<file path="config.mk">
export PLATFORM = sky130hd
export DESIGN_NAME = uart_rx_param
export DESIGN_NICKNAME = d
export VERILOG_FILES = /design/src/rtl/uart_rx_param.sv
export SDC_FILE = /design/constraint.sdc
export NUM_CORES = 1
export LEC_CHECK = 0
export CORE_MARGIN = 8
export CORE_UTILIZATION = 54
export DETAILED_ROUTE_END_ITERATION = 10
export PLACE_DENSITY = 0.78
export SLEW_MARGIN = 10
export SYNTH_ARGS = -nofsm -noshare
export SYNTH_HDL_FRONTEND = slang
export SYNTH_SLANG_ARGS = --single-unit
</file>
<file path="constraint.sdc">
create_clock -name clk -period 1.85 [get_ports clk]
set_input_delay 0.2775 -clock clk [delete_from_list [all_inputs] [get_ports clk]]
set_output_delay 0.2775 -clock clk [all_outputs]
set_load 0.01 [all_outputs]
</file>
<file path="src/rtl/uart_rx_param.sv">
// uart_rx_param: oversampling UART receiver with a valid/ready output register.
// Define UART_RX_PARITY_EN to add a parity bit after the data and enable parity_err.
module uart_rx_param #(
   parameter int DATA_BITS  = 8,
   parameter int OVERSAMPLE = 16,
   parameter int STOP_BITS  = 1
) (
   input  logic                 clk,
   input  logic                 rst_n,
   input  logic                 en,
   input  logic                 in,
   input  logic                 parity_odd,
   output logic                 busy,
   output logic                 out_valid,
   input  logic                 out_ready,
   output logic [DATA_BITS-1:0] out,
   output logic                 frame_err,
   output logic                 overrun,
   output logic                 parity_err
);
   localparam int CW = $clog2(OVERSAMPLE);
   localparam int BW = $clog2(DATA_BITS);
   localparam logic [CW-1:0] HALF_M1   = CW'(OVERSAMPLE/2 - 1);
   localparam logic [CW-1:0] LAST      = CW'(OVERSAMPLE - 1);
   localparam logic [BW-1:0] DATA_LAST = BW'(DATA_BITS - 1);
   localparam logic [BW-1:0] STOP_LAST = BW'(STOP_BITS - 1);

`ifdef UART_RX_PARITY_EN
   typedef enum logic [2:0] {IDLE, DATA, PARITY, STOP, COMMIT} state_t;
`else
   typedef enum logic [2:0] {IDLE, DATA, STOP, COMMIT} state_t;
`endif

   state_t               state, state_d;
   logic [1:0]           sync_pipe;
   logic                 in_s;
   logic [CW-1:0]        sample_cnt;
   logic [BW-1:0]        bit_cnt;
   logic [DATA_BITS-1:0] shift_q;
   logic                 stop_bad;
   logic                 sample_pt;
   logic                 cnt_clr, bit_clr, bit_inc, shift_en, stop_chk, commit, frame_start;
   logic                 xfer, load;

   // Sync flops idle high so reset never looks like a start bit
   always_ff @(posedge clk or negedge rst_n) begin
      if (!rst_n) sync_pipe <= 2'b11;
      else        sync_pipe <= {sync_pipe[0], in};
   end
   assign in_s = sync_pipe[1];

   assign sample_pt = (sample_cnt == LAST);
   assign busy      = (state != IDLE);

   always_ff @(posedge clk or negedge rst_n) begin
      if (!rst_n) state <= IDLE;
      else        state <= state_d;
   end

`ifdef UART_RX_PARITY_EN
   logic par_chk;
`endif

   always_comb begin
      state_d     = state;
      cnt_clr     = 1'b0;
      bit_clr     = 1'b0;
      bit_inc     = 1'b0;
      shift_en    = 1'b0;
      stop_chk    = 1'b0;
      commit      = 1'b0;
      frame_start = 1'b0;
`ifdef UART_RX_PARITY_EN
      par_chk     = 1'b0;
`endif
      case (state)
         IDLE: begin
            if (in_s) begin
               cnt_clr = 1'b1;
            end else if (sample_cnt == HALF_M1) begin
               frame_start = 1'b1;
               cnt_clr     = 1'b1;
               bit_clr     = 1'b1;
               state_d     = DATA;
            end
         end
         DATA: begin
            if (sample_pt) begin
               shift_en = 1'b1;
               if (bit_cnt == DATA_LAST) begin
                  bit_clr = 1'b1;
`ifdef UART_RX_PARITY_EN
                  state_d = PARITY;
`else
                  state_d = STOP;
`endif
               end else begin
                  bit_inc = 1'b1;
               end
            end
         end
`ifdef UART_RX_PARITY_EN
         PARITY: begin
            if (sample_pt) begin
               par_chk = 1'b1;
               state_d = STOP;
            end
         end
`endif
         STOP: begin
            if (sample_pt) begin
               stop_chk = 1'b1;
               if (bit_cnt == STOP_LAST) begin
                  bit_clr = 1'b1;
                  state_d = COMMIT;
               end else begin
                  bit_inc = 1'b1;
               end
            end
         end
         COMMIT: begin
            commit  = 1'b1;
            cnt_clr = 1'b1;
            state_d = IDLE;
         end
         default: state_d = IDLE;
      endcase
      // Disable wins over everything: drop the frame, keep the output register
      if (!en) begin
         state_d     = IDLE;
         cnt_clr     = 1'b1;
         bit_clr     = 1'b1;
         bit_inc     = 1'b0;
         shift_en    = 1'b0;
         stop_chk    = 1'b0;
         commit      = 1'b0;
         frame_start = 1'b0;
`ifdef UART_RX_PARITY_EN
         par_chk     = 1'b0;
`endif
      end
   end

   always_ff @(posedge clk or negedge rst_n) begin
      if (!rst_n) begin
         sample_cnt <= '0;
         bit_cnt    <= '0;
         shift_q    <= '0;
         stop_bad   <= 1'b0;
      end else begin
         if (cnt_clr) sample_cnt <= '0;
         else         sample_cnt <= sample_cnt + 1'b1;
         if (bit_clr)      bit_cnt <= '0;
         else if (bit_inc) bit_cnt <= bit_cnt + 1'b1;
         // LSB arrives first, so shifting in at the MSB leaves the word aligned
         if (shift_en) shift_q <= {in_s, shift_q[DATA_BITS-1:1]};
         if (frame_start)          stop_bad <= 1'b0;
         else if (stop_chk && !in_s) stop_bad <= 1'b1;
      end
   end

   assign xfer = out_valid && out_ready;
   // A word taken on the commit cycle frees the register for the new one
   assign load = commit && (!out_valid || out_ready);

   always_ff @(posedge clk or negedge rst_n) begin
      if (!rst_n) begin
         out       <= '0;
         out_valid <= 1'b0;
         frame_err <= 1'b0;
         overrun   <= 1'b0;
      end else begin
         if (load) out <= shift_q;
         if (load)      out_valid <= 1'b1;
         else if (xfer) out_valid <= 1'b0;
         if (load)      frame_err <= stop_bad;
         else if (xfer) frame_err <= 1'b0;
         if (xfer)                      overrun <= 1'b0;
         else if (commit && out_valid)  overrun <= 1'b1;
      end
   end

`ifdef UART_RX_PARITY_EN
   logic par_bad, parity_err_q;

   always_ff @(posedge clk or negedge rst_n) begin
      if (!rst_n) begin
         par_bad      <= 1'b0;
         parity_err_q <= 1'b0;
      end else begin
         if (frame_start)  par_bad <= 1'b0;
         else if (par_chk) par_bad <= (^shift_q) ^ in_s ^ parity_odd;
         if (load) parity_err_q <= par_bad;
      end
   end
   assign parity_err = parity_err_q;
`else
   logic unused_parity_odd;
   assign unused_parity_odd = parity_odd;
   assign parity_err        = 1'b0;
`endif

endmodule

</file>
## Word-level counts from Yosys, hierarchy flattened

Index checks and enable logic that the tools add are counted.

| word-level totals | value |
|---|---|
| bits in writable memories | 0 |
| ROM bits | 0 |
| input port bits | 6 |
| latch bits | 0 |
| memories kept | 0 |
| output and inout bits | 13 |
| flip-flop bits (word level) | 32 |

| operators by class | value |
|---|---|
| divide/modulo/power cells | 0 |
| add/subtract/negate cells | 2 |
| reduce and logical (&&, ||, !) cells | 15 |
| order comparisons | 0 |
| bitwise gates (word level) | 0 |
| eq/ne operators | 12 |
| shift operators | 0 |
| $mul | 0 |
| mux-type cells | 44 |

Operator list:

| cell | number |
|---|---|
| 1-bit 2-to-1 mux | 30 |
| 3-bit 2-to-1 mux | 9 |
| 3-bit inequality test (second input constant) | 6 |
| 3-bit one-hot mux with 3 select lines | 1 |
| 2-bit nonzero test | 4 |
| 3-bit by 2-bit == test with 1-bit output (second input constant) | 2 |
| 3-bit logical NOT | 2 |
| 6-bit AND reduction | 1 |
| 4-bit by 1-bit adder with 4-bit output (second input constant) | 1 |
| 4-bit by 3-bit == test with 1-bit output (second input constant) | 1 |
| 4-bit == test (second input constant) | 1 |
| 1-bit logical AND | 4 |
| 4-bit 2-to-1 mux | 1 |
| 1-bit one-hot mux with 2 select lines | 2 |
| 3-bit by 1-bit adder with 3-bit output (second input constant) | 1 |
| 3-bit by 1-bit == test with 1-bit output (second input constant) | 1 |
| 3-bit == test (second input constant) | 1 |
| 1-bit one-hot mux with 3 select lines | 1 |
| 3-bit nonzero test | 1 |
| 1-bit logical NOT | 2 |
| 1-bit logical OR | 1 |

## Logic depth before layout (Yosys ltp)

Gate-level depths: netlist of the first run.

| logic depth | value |
|---|---|
| depth after elaboration | 7 |
| mapped depth | 6 |

## Worst setup path before layout of the first run

Ideal clock, no wire load.

| timing path | value |
|---|---|
| kind | register to register |
| start | reg state[0] |
| end | reg out[0] |
| path slack | 0.366 ns |
| period minus slack after synthesis | 1.484 ns |
| path buffers | 1 |
| setup time | 0.125 ns |
| cell stages (with the launch flop) | 6 |
| arrival time | 1.359 ns |
| path through | dfrtp_1 -> ha_1 -> and2_1 -> and2_1 -> buf_6 -> mux2_4 |

| between the ends | value |
|---|---|
| cells in the longest elaborated chain, start to end | 4 |

RTL lines:

| what | line | source |
|---|---|---|
| start: declaration | 34 | `state_t state, state_d;` |
| start signal: assignment | 57 | `else state <= state_d;` |
| 3-bit by 2-bit == test with 1-bit output | 76 | `case (state)` |
| 1-bit 2-to-1 mux | 76 |  |
| 1-bit 2-to-1 mux | 129 | `if (!en) begin` |
| 1-bit logical AND | 164 | `assign load = commit && (!out_valid \|\| out_ready);` |
| end signal: assignment | 173 | `if (load) out <= shift_q;` |
| end: declaration | 16 | `output logic [DATA_BITS-1:0] out,` |

No other way between the ends.
A chain may end at the register's enable or synchronous reset.

## Final worst setup path of the first run

| timing path | value |
|---|---|
| start | reg state[0] |
| end | reg out[2] |

The elaborated chain is that of the path after synthesis.

==> results of run 1 <==
## what timing repair did
item,in CTS,in global routing
resized for setup,1,0
buffers inserted,2,0
setup endpoints to repair,1,0
endpoints found under the hold margin,0,0
## through the flow
| step | total power, mW | instance area (sq um) | util, % | std cells | hold slack [ns] |
|---|---|---|---|---|---|
| 3_5_place_dp | 0.807 | 1680 | 63.3 | 164 | 0.347 |
| 6_report | 1.34 | 1780 | 67.0 | 174 | 0.328 |
| 5_1_grt | 1.41 | 1780 | 67.0 | 174 | 0.347 |
| 4_1_cts | 1.36 | 1780 | 67.0 | 174 | 0.324 |
| 2_1_floorplan | 0.766 | 1470 | - | 116 | -0.0181 |
| 3_3_place_gp | 0.803 | 1680 | 63.3 | 164 | 0.346 |
## cell usage in the layout, fill, tap and decap left out, drive strengths merged
cell type      count
o31a               1
a22o               1
dfrtp             29
o2111ai            1
xnor2              2
clkdlybuf4s50     15
o21a               1
mux2              15
nand2             10
and4bb             1
dlygate4sd2        1
bufinv             1
clkinv             1
and4               1
buf                6
dfstp              2
mux2i              4
nand3              1
and2               2
nor2               8
clkbuf             6
inv                9
o221ai             1
o21ai              2
and3               1
xor2               1
ha                 8
conb               1
nand2b             1
a221oi             1
a21oi              3
nand3b             4
a31oi              2
## area by class of cell
| type | instances | area share, % |
|---|---|---|
| clock buffers | 6 | 2.88 |
| flip-flops and latches | 31 | 43.6 |
| clock inverters | 2 | 1.96 |
| multi-input cells | 73 | 35.3 |
| inverters | 9 | 1.89 |
| repair buffers | 22 | 12.1 |
| well taps | 31 | 2.17 |
## cell families (layout without fill, tap and decap cells)
logic type / count (synthesis) / count (layout) / share of synthesized area [%]
other cells: 1 / 1 / 0.255
simple gates: 29 / 29 / 10.9
flops: 31 / 31 / 53.0
mux: 19 / 19 / 16.3
fa+ha+maj: 8 / 8 / 6.81
compound gates: 13 / 13 / 6.90
buf+inv: 12 / 39 / 4.09
xor+xnor: 3 / 3 / 1.79
## critical path, delay by kind of cell (launching register included)
kind          cells  cell delay [ns]
simple gates      2             0.35
fa+ha+maj         1             0.26
mux               1             0.29
flops             1             0.39
buf+inv           2             0.29
## layer usage
layer | vias to the layer above | wire [um] | global-route usage [%] | part of all wire [%]
li1 | 448 | - | - | -
met1 | 446 | 1010 | 14.2 | 41
met2 | 22 | 1240 | 21.1 | 50
met3 | 6 | 192 | 5.73 | 7.7
met4 | 0 | 42 | 4.60 | 1.7
met5 | - | 0 | 0 | 0
## flip-flops by register name (all words and copies together), names as in the netlist
name and count:
frame_err 1, shift_q 8, out 8, bit_cnt 3
state 2, overrun 1, stop_bad 1, sync_pipe 2
sample_cnt 4, out_valid 1
## path summary, 6_finish.rpt
| path | startpoint | endpoint | slack (ns) | cells past startpoint |
|---|---|---|---|---|
| min in group clk | in | sync_pipe[0] | 0.35 | 1 |
| hold / removal | rst_n | state[0] | 0.33 | 2 |
| max in group asynchronous | rst_n | sync_pipe[0] | 1.21 | 2 |
| hold reg to reg | sync_pipe[0] | sync_pipe[1] | 0.36 | 0 |
| setup / recovery | state[0] | out[2] | 0.16 | 6 |
| setup reg to reg | state[0] | out[2] | 0.16 | 6 |
## where the power goes
part / leakage [nW] / internal (mW) / switching, mW
Combinational: 0.394 / 0.0411 / 0.0574
Clock: 0.0482 / 0.319 / 0.228
Sequential: 0.425 / 0.690 / 0.00661
==> load_flow_metrics.sql, run 1 <==
INSERT INTO impl_metrics (metric_group, metric, value, unit) VALUES
('floorplanning', 'number_of_standard_cell_rows_in_the_floorplan', '19', ''),
('detailed_routing', 'first_iter_violations', '40', ''),
('hold_path', 'worst_hold_path_type', 'primary input to asynchronous set/reset pin', ''),
('detailed_routing', 'drt_pass_1_iters', '4', ''),
('detailed_routing', 'route.detailed.drc', '0', ''),
('yosys', 'netlist_instances', '116', ''),
('detailed_routing', 'routed_wire_length_per_instance', '14.3', 'um'),
('global_route', 'grt-ovfl-total', '0', ''),
('place', 'routabilityCongestion', '0.861', ''),
('global_route', 'antenna_found_initial', '0', ''),
('global_route', 'grt_pass1_vias', '1015', ''),
('timing', 'setup_tns', '0', 'ns'),
('clock_tree', 'cts_root_buf', 'clkbuf_4', ''),
('power', 'worst_ir_drop_vdd', '0.000621', 'V'),
('clock_tree', 'clkSinkCount', '31', ''),
('yosys', 'post-synth-top-area-cell', 'dfrtp_1', ''),
('timing', 'final_period_minus_worst_setup_slack', '1.69', 'ns'),
('clock_tree', 'clock_tree.htree_level_count', '2', ''),
('final_layout', 'antenna_cells_inserted', '0', ''),
('timing', 'layout_worst_path_cycle_share', '91.4', '%'),
('yosys', 'synth_ff_type', 'dfrtp_1', ''),
('detailed_routing', 'vias', '922', ''),
('detailed_routing', 'vias_per_cell', '5.30', ''),
('clock_tree', 'worst_setup_hold_path_clk_slew', '0.10', 'ns'),
('worst_setup_path', 'worstSetupEndpointType', 'flip-flop', ''),
('run_status', 'outcome', 'completed', ''),
('worst_setup_path', 'worstSetupStartpointType', 'flip-flop', ''),
('run', 'maxCapViolations', '0', ''),
('global_route', 'overall_global_routing_resource_usage', '12.7', '%'),
('clock_tree', 'clock_path_buffers', '2', ''),
('final_layout', 'area_of_the_multi_input_gates', '631', 'sq um'),
('timing', 'drv_slew', '0', ''),
('yosys', 'synthesis.yosys.warnings', '0', ''),
('worst_setup_path', 'arrival_time_worst_endpoint', '1.91', 'ns'),
('yosys', 'syn_area_per_cell', '12.7', 'sq um'),
('yosys', 'yosys.area.top_type_share', '49.4', '%'),
('floorplanning', 'floorplan.die_area', '4650', 'sq um'),
('timing', 'setup_ws', '0.159', 'ns'),
('timing', 'timing.clock.skew', '0.00990', 'ns'),
('timing', 'setup_viol', '0', ''),
('yosys', 'synthesis.nets', '130', ''),
('timing', 'fmax', '0.591', 'GHz'),
('final_layout', 'layout_area_growth_over_synthesis', '21.5', '%'),
('worst_setup_path', 'worst_setup_path_class', 'flip-flop to flip-flop', ''),
('place', 'dp_slack', '0.129', 'ns'),
('floorplanning', 'initial_utilization', '55.2', '%'),
('floorplanning', 'die_w', '68.2', 'um'),
('worst_setup_path', 'timing.critical_path.cells', 'buf_4 > ha_1 > and2_1 > and2_1 > buf_12 > mux2_4', ''),
('detailed_routing', 'ant_nets', '0', ''),
('timing', 'rsz0062_at_grt', 'no', ''),
('worst_setup_path', 'critical-path-slowest-cell', 'dfrtp_1', ''),
('place', 'detailedPlacementHpwl', '1820', 'um'),
('yosys', 'ys_seq_area_share', '53.0', '%'),
('worst_setup_path', 'critical-path-max-stage-delay', '0.39', 'ns'),
('place', 'io_buffers', '16', ''),
('yosys', 'synth_cell_types', '31', ''),
('final_layout', 'fin_nets', '156', ''),
('clock_tree', 'cts_inserted_buffers', '5', ''),
('timing', 'hold_viol', '0', ''),
('global_route', 'grt_max_degree', '32', ''),
('worst_setup_path', 'critPathMaxFanout', '9', ''),
('final_layout', 'regArea', '778', 'sq um'),
('yosys', 'synth.ff_latch_count', '31', ''),
('yosys', 'synth-edff-count', '0', ''),
('worst_setup_path', 'worst_path_most_repeated_cell', 'and2_1', ''),
('yosys', 'synth_area', '1470', 'sq um'),
('floorplanning', 'coreArea', '2660', 'sq um'),
('power', 'leakage', '0.867', 'nW'),
('final_layout', 'layout.filler_cells', '184', ''),
('clock_tree', 'worst_skew_pair.late_latency', '0.33', 'ns'),
('yosys', 'synthArstFlopShare', '100', '%'),
('clock_tree', 'clock_tree_from_tritoncts', 'built', ''),
('power', 'pwr_dens', '752', 'nW/um^2'),
('worst_setup_path', 'crit_required', '2.07', 'ns'),
('clock_tree', 'ctsHoldBuffers', '0', ''),
('yosys', 'synth_most_common_cell', 'dfrtp_1', ''),
('floorplanning', 'die_height', '68.2', 'um'),
('yosys', 'synth.top_cells.by_area', 'dfrtp_1 (49%), mux2_4 (8.2%), ha_1 (6.8%)', ''),
('detailed_routing', 'wl', '2480', 'um'),
('yosys', 'synth_commonest_cells', 'dfrtp_1 (29), inv_1 (9)', ''),
('final_layout', 'layout-drive-gt1-share', '26.6', '%'),
('global_route', 'wire_length_of_the_first_global_routing_pass', '4480', 'um'),
('floorplanning', 'io_pins', '19', '');
Power figures use the tool's default switching activity.
==> run 2: changes to the inputs <==
--- a/config.mk
+++ b/config.mk
@@ -5,6 +5,7 @@
 export SDC_FILE = /design/constraint.sdc
 export NUM_CORES = 1
 export LEC_CHECK = 0
+export ABC_AREA = 1
 export CORE_MARGIN = 8
 export CORE_UTILIZATION = 54
 export DETAILED_ROUTE_END_ITERATION = 10
==> run 2 against run 1 <==
First-iteration DRC count rose by 57%. Clock skew up 0.0047 ns. Area after synthesis up 3.2%. Via count increased by 22%. Clock power is essentially flat. Largest cell class unchanged. Highest routed layer unchanged.
==> load_flow_metrics.sql, run 2 <==
INSERT INTO impl_metrics (metric_group, metric, value, unit) VALUES
('run_status', 'outcome', 'completed', ''),
('place', 'detailedPlacementHpwl', '2040', 'um'),
('run', 'maxCapViolations', '0', ''),
('worst_setup_path', 'crit_required', '1.57', 'ns'),
('power', 'leakage', '0.942', 'nW'),
('global_route', 'grt_pass1_vias', '1106', ''),
('timing', 'rsz0062_at_grt', 'no', ''),
('global_route', 'grt_use_met2', '21.7', '%'),
('timing', 'timing.clock.skew', '0.0146', 'ns'),
('timing', 'layout_worst_path_cycle_share', '90.4', '%'),
('final_layout', 'layout-drive-gt1-share', '11.9', '%'),
('detailed_routing', 'vias_per_cell', '4.86', ''),
('timing', 'drv_slew', '0', ''),
('yosys', 'synth-edff-count', '0', ''),
('timing', 'setup_tns', '0', 'ns'),
('detailed_routing', 'routed_wire_length_per_instance', '11.8', 'um'),
('power', 'pwr_dens', '717', 'nW/um^2'),
('worst_setup_path', 'timing.critical_path.cells', 'inv_1 > ha_1 > inv_1 > dlygate4sd2_1', ''),
('yosys', 'yosys.area.top_type_share', '47.9', '%'),
('yosys', 'synth_ff_type', 'dfrtp_1', ''),
('place', 'io_buffers', '16', ''),
('yosys', 'post-synth-top-area-cell', 'dfrtp_1', ''),
('place', 'routabilityCongestion', '0.834', ''),
('global_route', 'wire_length_of_the_first_global_routing_pass', '4890', 'um'),
('floorplanning', 'floorplan.die_area', '4760', 'sq um'),
('yosys', 'synthesis.yosys.warnings', '0', ''),
('worst_setup_path', 'worst_setup_path_class', 'flip-flop to primary output', ''),
('yosys', 'synth.ff_latch_count', '31', ''),
('final_layout', 'reg.largest.list', 'out: 8 flops, shift_q: 8 flops, sample_cnt: 4 flops', ''),
('global_route', 'busiest_layer', 'met2', ''),
('yosys', 'post_synth_mux_area_share', '0', '%'),
('final_layout', 'layout.filler_cells', '235', ''),
('detailed_routing', 'vias', '1128', ''),
('clock_tree', 'worst_skew_pair.late_latency', '0.32', 'ns'),
('global_route', 'overall_global_routing_resource_usage', '13.5', '%'),
('yosys', 'area_fraction_in_compound_gates_after_synthesis', '9.82', '%'),
('timing', 'final_period_minus_worst_setup_slack', '1.67', 'ns'),
('power', 'worst_ir_drop_vdd', '0.000774', 'V'),
('yosys', 'synthesis.nets', '189', ''),
('global_route', 'gr-usage-met3', '4.36', '%'),
('global_route', 'grt-ovfl-total', '0', ''),
('worst_setup_path', 'worstSetupEndpointType', 'primary output', ''),
('global_route', 'grt_max_degree', '32', ''),
('power', 'share_seq_of_total_power', '54.1', '%'),
('timing', 'fmax', '0.598', 'GHz'),
('clock_tree', 'clock_tree_from_tritoncts', 'built', ''),
('worst_setup_path', 'critical-path-max-stage-delay', '0.40', 'ns'),
('yosys', 'synth.top_cells.by_area', 'dfrtp_1 (48%), nand2_1 (12%), inv_1 (7.2%)', ''),
('clock_tree', 'worst_setup_hold_path_clk_slew', '0.10', 'ns'),
('worst_setup_path', 'arrival_time_worst_endpoint', '1.39', 'ns'),
('floorplanning', 'initial_utilization', '56.0', '%'),
('worst_setup_path', 'worst_path_most_repeated_cell', 'inv_1', ''),
('detailed_routing', 'drt_pass_1_iters', '4', ''),
('power', 'clock_group_share_of_total_power', '42.0', '%'),
('timing', 'hold_viol', '0', ''),
('detailed_routing', 'route.detailed.drc', '0', ''),
('final_layout', 'fin_nets', '214', ''),
('clock_tree', 'clock_tree.htree_level_count', '2', ''),
('yosys', 'synth_most_common_cell', 'nand2_1', ''),
('floorplanning', 'die_w', '69.0', 'um'),
('final_layout', 'antenna_cells_inserted', '0', ''),
('floorplanning', 'io_pins', '19', ''),
('detailed_routing', 'ant_nets', '0', ''),
('final_layout', 'layout_area_growth_over_synthesis', '19.2', '%'),
('detailed_routing', 'wl', '2740', 'um'),
('yosys', 'syn_area_per_cell', '8.67', 'sq um'),
('power', 'total_switching_power', '265', 'uW'),
('yosys', 'synth_xor_xnor_area_share', '1.16', '%'),
('worst_setup_path', 'critPathMaxFanout', '4', ''),
('global_route', 'grt.met1_usage', '16.6', '%'),
('hold_path', 'worst_hold_path_type', 'primary input to asynchronous set/reset pin', ''),
('global_route', 'antenna_found_initial', '0', ''),
('floorplanning', 'coreArea', '2710', 'sq um'),
('worst_setup_path', 'critical-path-slowest-cell', 'dfrtp_1', ''),
('clock_tree', 'clock_path_buffers', '2', ''),
('clock_tree', 'cts_root_buf', 'clkbuf_4', ''),
('worst_setup_path', 'worstSetupStartpointType', 'flip-flop', ''),
('final_layout', 'layout.cells.most_common_list', 'nand2_1 (50), inv_1 (29), dfrtp_1 (29)', ''),
('clock_tree', 'clkSinkCount', '31', ''),
('timing', 'setup_viol', '0', ''),
('power', 'switching_share', '20.4', '%'),
('power', 'power.combinational.fraction', '4.0', '%'),
('yosys', 'synth_commonest_cells', 'nand2_1 (50), dfrtp_1 (29), inv_1 (29), o21ai_0 (17), nand3_1 (10)', ''),
('final_layout', 'layout.cells.most_common', 'nand2_1', ''),
('final_layout', 'finalCoreUtilization', '66.7', '%'),
('yosys', 'synth_top_family_by_area', 'simple AND/OR/NAND/NOR gates', ''),
('yosys', 'netlist_instances', '175', ''),
('yosys', 'synth_cell_types', '23', ''),
('power', 'p_int', '1.03', 'mW'),
('detailed_routing', 'first_iter_violations', '63', ''),
('yosys', 'yosys.area_share.simple', '21.2', '%'),
('clock_tree', 'cts_inserted_buffers', '5', ''),
('yosys', 'ys_seq_area_share', '51.3', '%'),
('yosys', 'yosys.area_share.adder', '6.60', '%'),
('floorplanning', 'die_height', '69.0', 'um'),
('yosys', 'synth_area', '1520', 'sq um'),
('yosys', 'synthArstFlopShare', '100', '%'),
('floorplanning', 'number_of_standard_cell_rows_in_the_floorplan', '19', '');
==> run 2: layout make-up <==
| cell class | instances | area, sq um | share of cell area (%) |
|---|---|---|---|
| multi-input cells | 110 | 592 | 32.7 |
| clock inverters | 2 | 35.0 | 1.94 |
| clock buffers | 6 | 51.3 | 2.84 |
| well taps | 31 | 38.8 | 2.15 |
| inverters | 31 | 116 | 6.44 |
| repair buffers | 21 | 196 | 10.9 |
| flip-flops and latches | 31 | 778 | 43.0 |
==> run 2: what timing repair did <==
action | 4_1_cts | 5_1_grt
resized for setup | 1 | 0
setup endpoints to repair | 1 | 0
buffers inserted | 2 | 0
hold buffers | 0 | 0
==> run 2: layer usage <==
layer,vias up,part of all wire [%]
li1,587,-
met1,521,46
met2,15,49
met3,5,3.9
met4,0,1.5
met5,-,0
==> run 2: kinds of logic (layout without fill, tap and decap cells) <==
group,after synthesis,count (layout)
xor+xnor,2,2
compound gates,27,27
buf+inv,34,60
simple gates,72,72
fa+ha+maj,8,8
other cells,1,1
flops,31,31
==> run 2: path summary, 6_finish.rpt <==
path,startpoint,to,slack [ns],cells past startpoint
min reg2reg,sync_pipe[0],sync_pipe[1],0.39,0
max reg2reg,state[0],state[1],0.35,8
max in group asynchronous,rst_n,sync_pipe[1],1.17,2
min in group clk,in,sync_pipe[0],0.36,1
min,rst_n,state[0],0.34,2
max,state[0],busy,0.18,4
==> run 2: worst max-delay path, delay by kind of cell (launching register included) <==
family,cells,cell delay [ns]
buffers and inverters,3,0.45
adder cells (fa/ha/maj),1,0.22
flip-flops,1,0.40
==> run 2: power by group through the flow <==
stage	Clock [mW]	Sequential, mW	Combinational (mW)
after floorplan	0	0.712	0.0233
after global placement	0	0.713	0.0495
after detailed placement	0	0.714	0.0519
after CTS	0.557	0.700	0.0524
after global routing	0.597	0.702	0.0600
final	0.544	0.700	0.0513
==> run 2: stage by stage <==
stage | std cells | cell area [sq um] | setup WS [ns] | power, mW | hold WS [ns]
floorplan | 175 | 1520 | 0.459 | 0.735 | -0.0181
global placement | 222 | 1710 | 0.243 | 0.762 | 0.346
detailed placement | 222 | 1710 | 0.197 | 0.765 | 0.354
CTS | 232 | 1810 | 0.182 | 1.31 | 0.350
global route | 232 | 1810 | 0.0993 | 1.36 | 0.348
finish | 232 | 1810 | 0.178 | 1.30 | 0.337
==> edit 1, RTL diff (settings of run 2) <==
Register the output `frame_err` once more, without a reset; this adds one clock of latency there. The other outputs are not delayed to match.
--- a/src/rtl/uart_rx_param.sv
+++ b/src/rtl/uart_rx_param.sv
@@ -27,2 +27,4 @@
 
+   logic frame_err_s0;
+
 `ifdef UART_RX_PARITY_EN
@@ -169,3 +171,3 @@
          out_valid <= 1'b0;
-         frame_err <= 1'b0;
+         frame_err_s0 <= 1'b0;
          overrun   <= 1'b0;
@@ -175,4 +177,4 @@
          else if (xfer) out_valid <= 1'b0;
-         if (load)      frame_err <= stop_bad;
-         else if (xfer) frame_err <= 1'b0;
+         if (load)      frame_err_s0 <= stop_bad;
+         else if (xfer) frame_err_s0 <= 1'b0;
          if (xfer)                      overrun <= 1'b0;
@@ -202,2 +204,6 @@
 
+   always_ff @(posedge clk) begin
+      frame_err <= frame_err_s0;
+   end
+
 endmodule
Function: no difference found for any inputs over 10 cycles, from zero or initial values and one cycle with rst_n low; that may be too few to reach the edited logic, so the function may still have changed.
==> edit 1 against run 2 <==
- fmax up 0.65%
- sequential power rose by 3.1%
- count of clock-buffer cells in the layout down 1
- worst setup slack improved by 11 ps
- final area fell by 0.55%
- critical path depth unchanged
- total power is 9.8% lower
- non-clock buffer count is the same
- area after synthesis is 1.3% higher
- wire length up 4.4%
- sequential cell count rose by 1
- register-to-register slack improved by 20 ps
- critical path type unchanged
- largest cell class unchanged
- highest routed layer unchanged
==> edit 1: results (changes against run 2) <==
* Cell Pwr Density at 650 mW/mm2 (-9.3%)
* Dpl cell area at 0.00173 mm2 (+1.2%)
* GRT Util Overall at 0.134 (-0.000414)
* H-tree lvl count at 2 (unchanged)
* Met2 GRT Util at 0.222 (+0.00484)
* Post-synth ARST share at 0.969 (-0.0313)
* Sequential area share after synthesis at 0.520 (+0.00634)
* LEAKAGE at 0.000937 uW (-0.56%)
* Drt via density at 5.01 (+3.0%)
* DP Cell Count at 223 (+0.45%)
* Cell variety after synth at 24 (+4.3%)
* Wire length on met2 at 1390 um (+4.3%)
* Nets at 215 (+0.47%)
* Clk_skew at 10.2 ps (-4.39 ps)
* Met1 GRT Util at 0.142 (-0.0242)
* WL met3 at 153 um (+43%)
* R2R Setup Slk at 370 ps (+20 ps)
* Status: completed
* Initial drt markers at 92 (+46%)
* Reg2Reg Depth at 9 (+1)
* Post-Route WL at 2860 um (+4.4%)
* Wire length on met1 at 1220 um (-2.9%)
* GRT met3 Usage at 0.0486 (+0.00502)
* Sequential power at 722 uW (+3.1%)
* Mean area per synthesized cell at 8.73 um2 (+0.74%)
* Vias in the first global route at 1257 (+14%)
* Layout cells sized above 1 at 0.119 (-0.000591)
* Top Metal Used: met4
* Post-Synth XOR/XNOR Area at 0.0114 (-0.000151)
* Place WS at 221 ps (+24.3 ps)
* WHS at 314 ps (-22.6 ps)
* RR Endpoint: state[0]$_DFFE_PN0P_
* First-pass GRT wire length at 5400 um (+10%)
* Via count at 1167 (+3.5%)
* Syn_nets at 190 (+0.53%)
* Largest cells by area after synthesis: dfrtp_1 47%, nand2_1 12%, inv_1 7.1%, ha_1 6.5%, o21ai_0 5.5%
* Adder-cell share of the synthesized area at 0.0651 (-0.000860)
* VDD IR-drop max at 0.626 mV (-19%)
* Post-synthesis compound-gate area fraction at 0.0969 (-0.00128)
* Initial antenna violation count at 0 (unchanged)
* Startpoint of the worst register-to-register path: state[0]$_DFFE_PN0P_
* Pint at 879 uW (-15%)
* Top FF cell, synth: dfrtp_1
* Gpl congestion at 0.825 (-1.0%)
* Worst skew pair latency at 340 ps (+20 ps)
-- edit 1: cell count changes after synthesis, sizes merged --
cell / before / now
dfxtp: 0 / 1
-- edit 1: worst max path at each step --
| stage | end | from | depth (start not counted) | slack, ps |
|---|---|---|---|---|
| 2_1_floorplan | bit_cnt[0]$_DFFE_PN0P_ | state[0]$_DFFE_PN0P_ | 9 | 460 |
| 5_1_grt | busy | state[1]$_DFFE_PN0P_ | 4 | 60 |
| 6_report | busy | state[1]$_DFFE_PN0P_ | 4 | 190 |
| 3_5_place_dp | bit_cnt[2]$_DFFE_PN0P_ | en | 8 | 220 |
| 3_3_place_gp | bit_cnt[2]$_DFFE_PN0P_ | en | 8 | 250 |
| 4_1_cts | busy | state[1]$_DFFE_PN0P_ | 4 | 200 |
-- edit 1: area by class of cell --
class	instances	area (um2)
tap	31	38.8
fill	244	936
inverter	31	116
timing repair buffer	21	196
clock buffer	5	37.5
clock inverter	3	18.8
sequential	32	798
multi-input combinational	110	592
==> edit 2, RTL diff (flow settings as in run 2) <==
Without the edit above. Add a define of `UART_RX_PARITY_EN`.
--- a/src/rtl/uart_rx_param.sv
+++ b/src/rtl/uart_rx_param.sv
@@ -2,2 +2,4 @@
 // Define UART_RX_PARITY_EN to add a parity bit after the data and enable parity_err.
+`define UART_RX_PARITY_EN
+
 module uart_rx_param #(
Function: same outputs for any inputs over 10 cycles, from zero or initial values and one cycle with rst_n low; that may be too few to reach the edited logic, so the function may still have changed.
==> edit 2 against run 2 <==
- worst setup slack improved by 110 ps
- area after synthesis grew 10%
- critical path depth down 3
- final area is 7.5% higher
- final cell count is 10% higher
- fmax up 7.2%
- sequential cell count grew 3
- wire length is 17% higher
- critical endpoint is now out_valid
- largest cell class unchanged
Power is not compared: it rests on default switching activity, and its combinational part moved more than twofold at a synthesized area within 25%.
==> edit 2: results (changes against run 2) <==
* Mean area per synthesized cell at 8.44 um2 (-2.6%)
* Yosys warns at 0 (unchanged)
* Syn_nets at 208 (+10%)
* Biggest regs: out (8), shift_q (8), sample_cnt (4)
* Critical path's largest stage delay at 550 ps (+150 ps)
* Reg2Reg Depth at 8 (unchanged)
* CP top delay family: buffers and inverters
* R2R Setup Slk at 350 ps (about the same)
* Post-synthesis compound-gate area fraction at 0.105 (+0.00668)
* Layout cells sized above 1 at 0.135 (+0.0151)
* Total CTS buffers at 5 (unchanged)
* Mux contribution to synthesized area at 0.00899 (+0.00899)
* Wire length on met2 at 1460 um (+9.5%)
* CTS root buffer: clkbuf_4
* Gpl congestion at 0.938 (+12%)
* Nets at 233 (+8.9%)
* Initial drt markers at 106 (+68%)
* Post-Synth XOR/XNOR Area at 0.0105 (-0.00106)
* Slowest CP cell: clkdlybuf4s50_1
* Setup bufs post-CTS at 0 (-2)
* Cell variety after synth at 27 (+17%)
* LEAKAGE at 0.000988 uW
* Vias in the first global route at 1236 (+12%)
* WL met3 at 252 um (+140%)
* Worst skew pair latency at 330 ps
* Layout fillers at 260 (+11%)
* Via count at 1338 (+19%)
* Clk_skew at 14.1 ps (-0.450 ps)
* H-tree lvl count at 2 (unchanged)
* Largest cells by area after synthesis: dfrtp_1 48%, nand2_1 13%, inv_1 6.3%, o21ai_2 4.2%, o21ai_1 3.9%
* Adder-cell share of the synthesized area at 0.0300 (-0.0360)
* Largest net degree at the start of global routing at 35 (+9.4%)
* Status: completed
* Sequential area share after synthesis at 0.511 (-0.00234)
* Bufs on Longest Clock Path at 2 (unchanged)
* Startpoint of the worst register-to-register path: sample_cnt[0]$_DFF_PN0_
* Drt pass-1 iters at 4 (unchanged)
* Dpl hpwl at 2430 um (+19%)
* RR Endpoint: bit_cnt[0]$_DFFE_PN0P_
* Reg clk slew, reported paths at 110 ps
* NetSw at 291 uW
* First-pass GRT wire length at 5490 um (+12%)
* Initial antenna violation count at 0 (unchanged)
* Post-Route WL at 3200 um (+17%)
* PostCTS Resize Cnt at 0 (-1)
* Top post-synthesis cells by count: 57 x nand2_1, 32 x dfrtp_1, 28 x inv_1
* Top Metal Used: met4
* VDD IR-drop max at 0.340 mV
* Post-route insts no fill at 256 (+10%)
* DP Cell Count at 249 (+12%)
* GRT Util Overall at 0.135 (about the same)
* PortBufs at 18 (+2)
* Wire length on met1 at 1460 um (+16%)
==> edit 2: cell types whose count changed in the layout (fill, tap and decap cells not counted), sizes merged, moves of 3 or more <==
cell,run 2,this run
nand2,51,59
nor3,1,8
nor2,9,14
ha,8,4
o21ai,20,24
dfrtp,29,32
==> edit 2: cell type report <==
cell class              instances  area share
repair buffers                 21       0.106
flip-flops and latches         34       0.440
well taps                      33      0.0212
clock buffers                   7      0.0232
multi-input cells             130       0.348
inverters                      31      0.0612
==> edit 2: worst max-delay path by stage <==
stage                                        end                     from  slack (ps)
after floorplan           shift_q[5]$_DFFE_PN0P_  sample_cnt[0]$_DFF_PN0_         540
after global placement        out[3]$_DFFE_PN0N_                       en         220
after detailed placement      out[5]$_DFFE_PN0N_                       en         130
after CTS                                   busy     state[1]$_DFFE_PN0P_           7
after global routing      bit_cnt[1]$_DFFE_PN0P_  sample_cnt[0]$_DFF_PN0_         180
final                                  out_valid    out_valid$_DFFE_PN0P_         290
==> edit 2: power by group through the flow <==
stage          logic, uW  clock network [uW]  registers [uW]
5_1_grt              113                 412             777
3_5_place_dp         105                   0             789
6_report             103                 372             774
2_1_floorplan       32.3                   0             794
3_3_place_gp         100                   0             788
4_1_cts              105                 384             774
==> edit 2: metrics by stage <==
stage / hold WS (ps) / worst slack [ps] / util
final: 344 / 291 / 0.647
after global placement: 346 / 220 / 0.630
after CTS: 337 / 6.72 / 0.645
after global routing: 342 / 180 / 0.647
after detailed placement: 348 / 126 / 0.630
after floorplan: -18.1 / 536 / -
==> edit 2: worst reg2reg max path: cells and delay by family (launching register included) <==
kind / cells / cell delay (ps)
simple gates: 5 / 660
flops: 1 / 400
fa+ha+maj: 1 / 210
compound gates: 1 / 90
buf+inv: 1 / 70
==> edit 2: kinds of logic (layout without fill, tap and decap cells) <==
| logic type | after synthesis | in the layout |
|---|---|---|
| adders and majority gates | 4 | 4 |
| muxes | 1 | 1 |
| DFF | 34 | 34 |
| and+or+nand+nor | 95 | 95 |
| xor gates and xnor gates | 2 | 2 |
| buffers and inverters | 34 | 59 |
| AOI/OAI and AO/OA | 28 | 28 |
==> edit 2: metal layers <==
layer / up-vias / global-route usage
li1: 670 / -
met1: 621 / 0.174
met2: 43 / 0.195
met3: 4 / 0.0530
met4: 0 / 0.0544
met5: - / 0
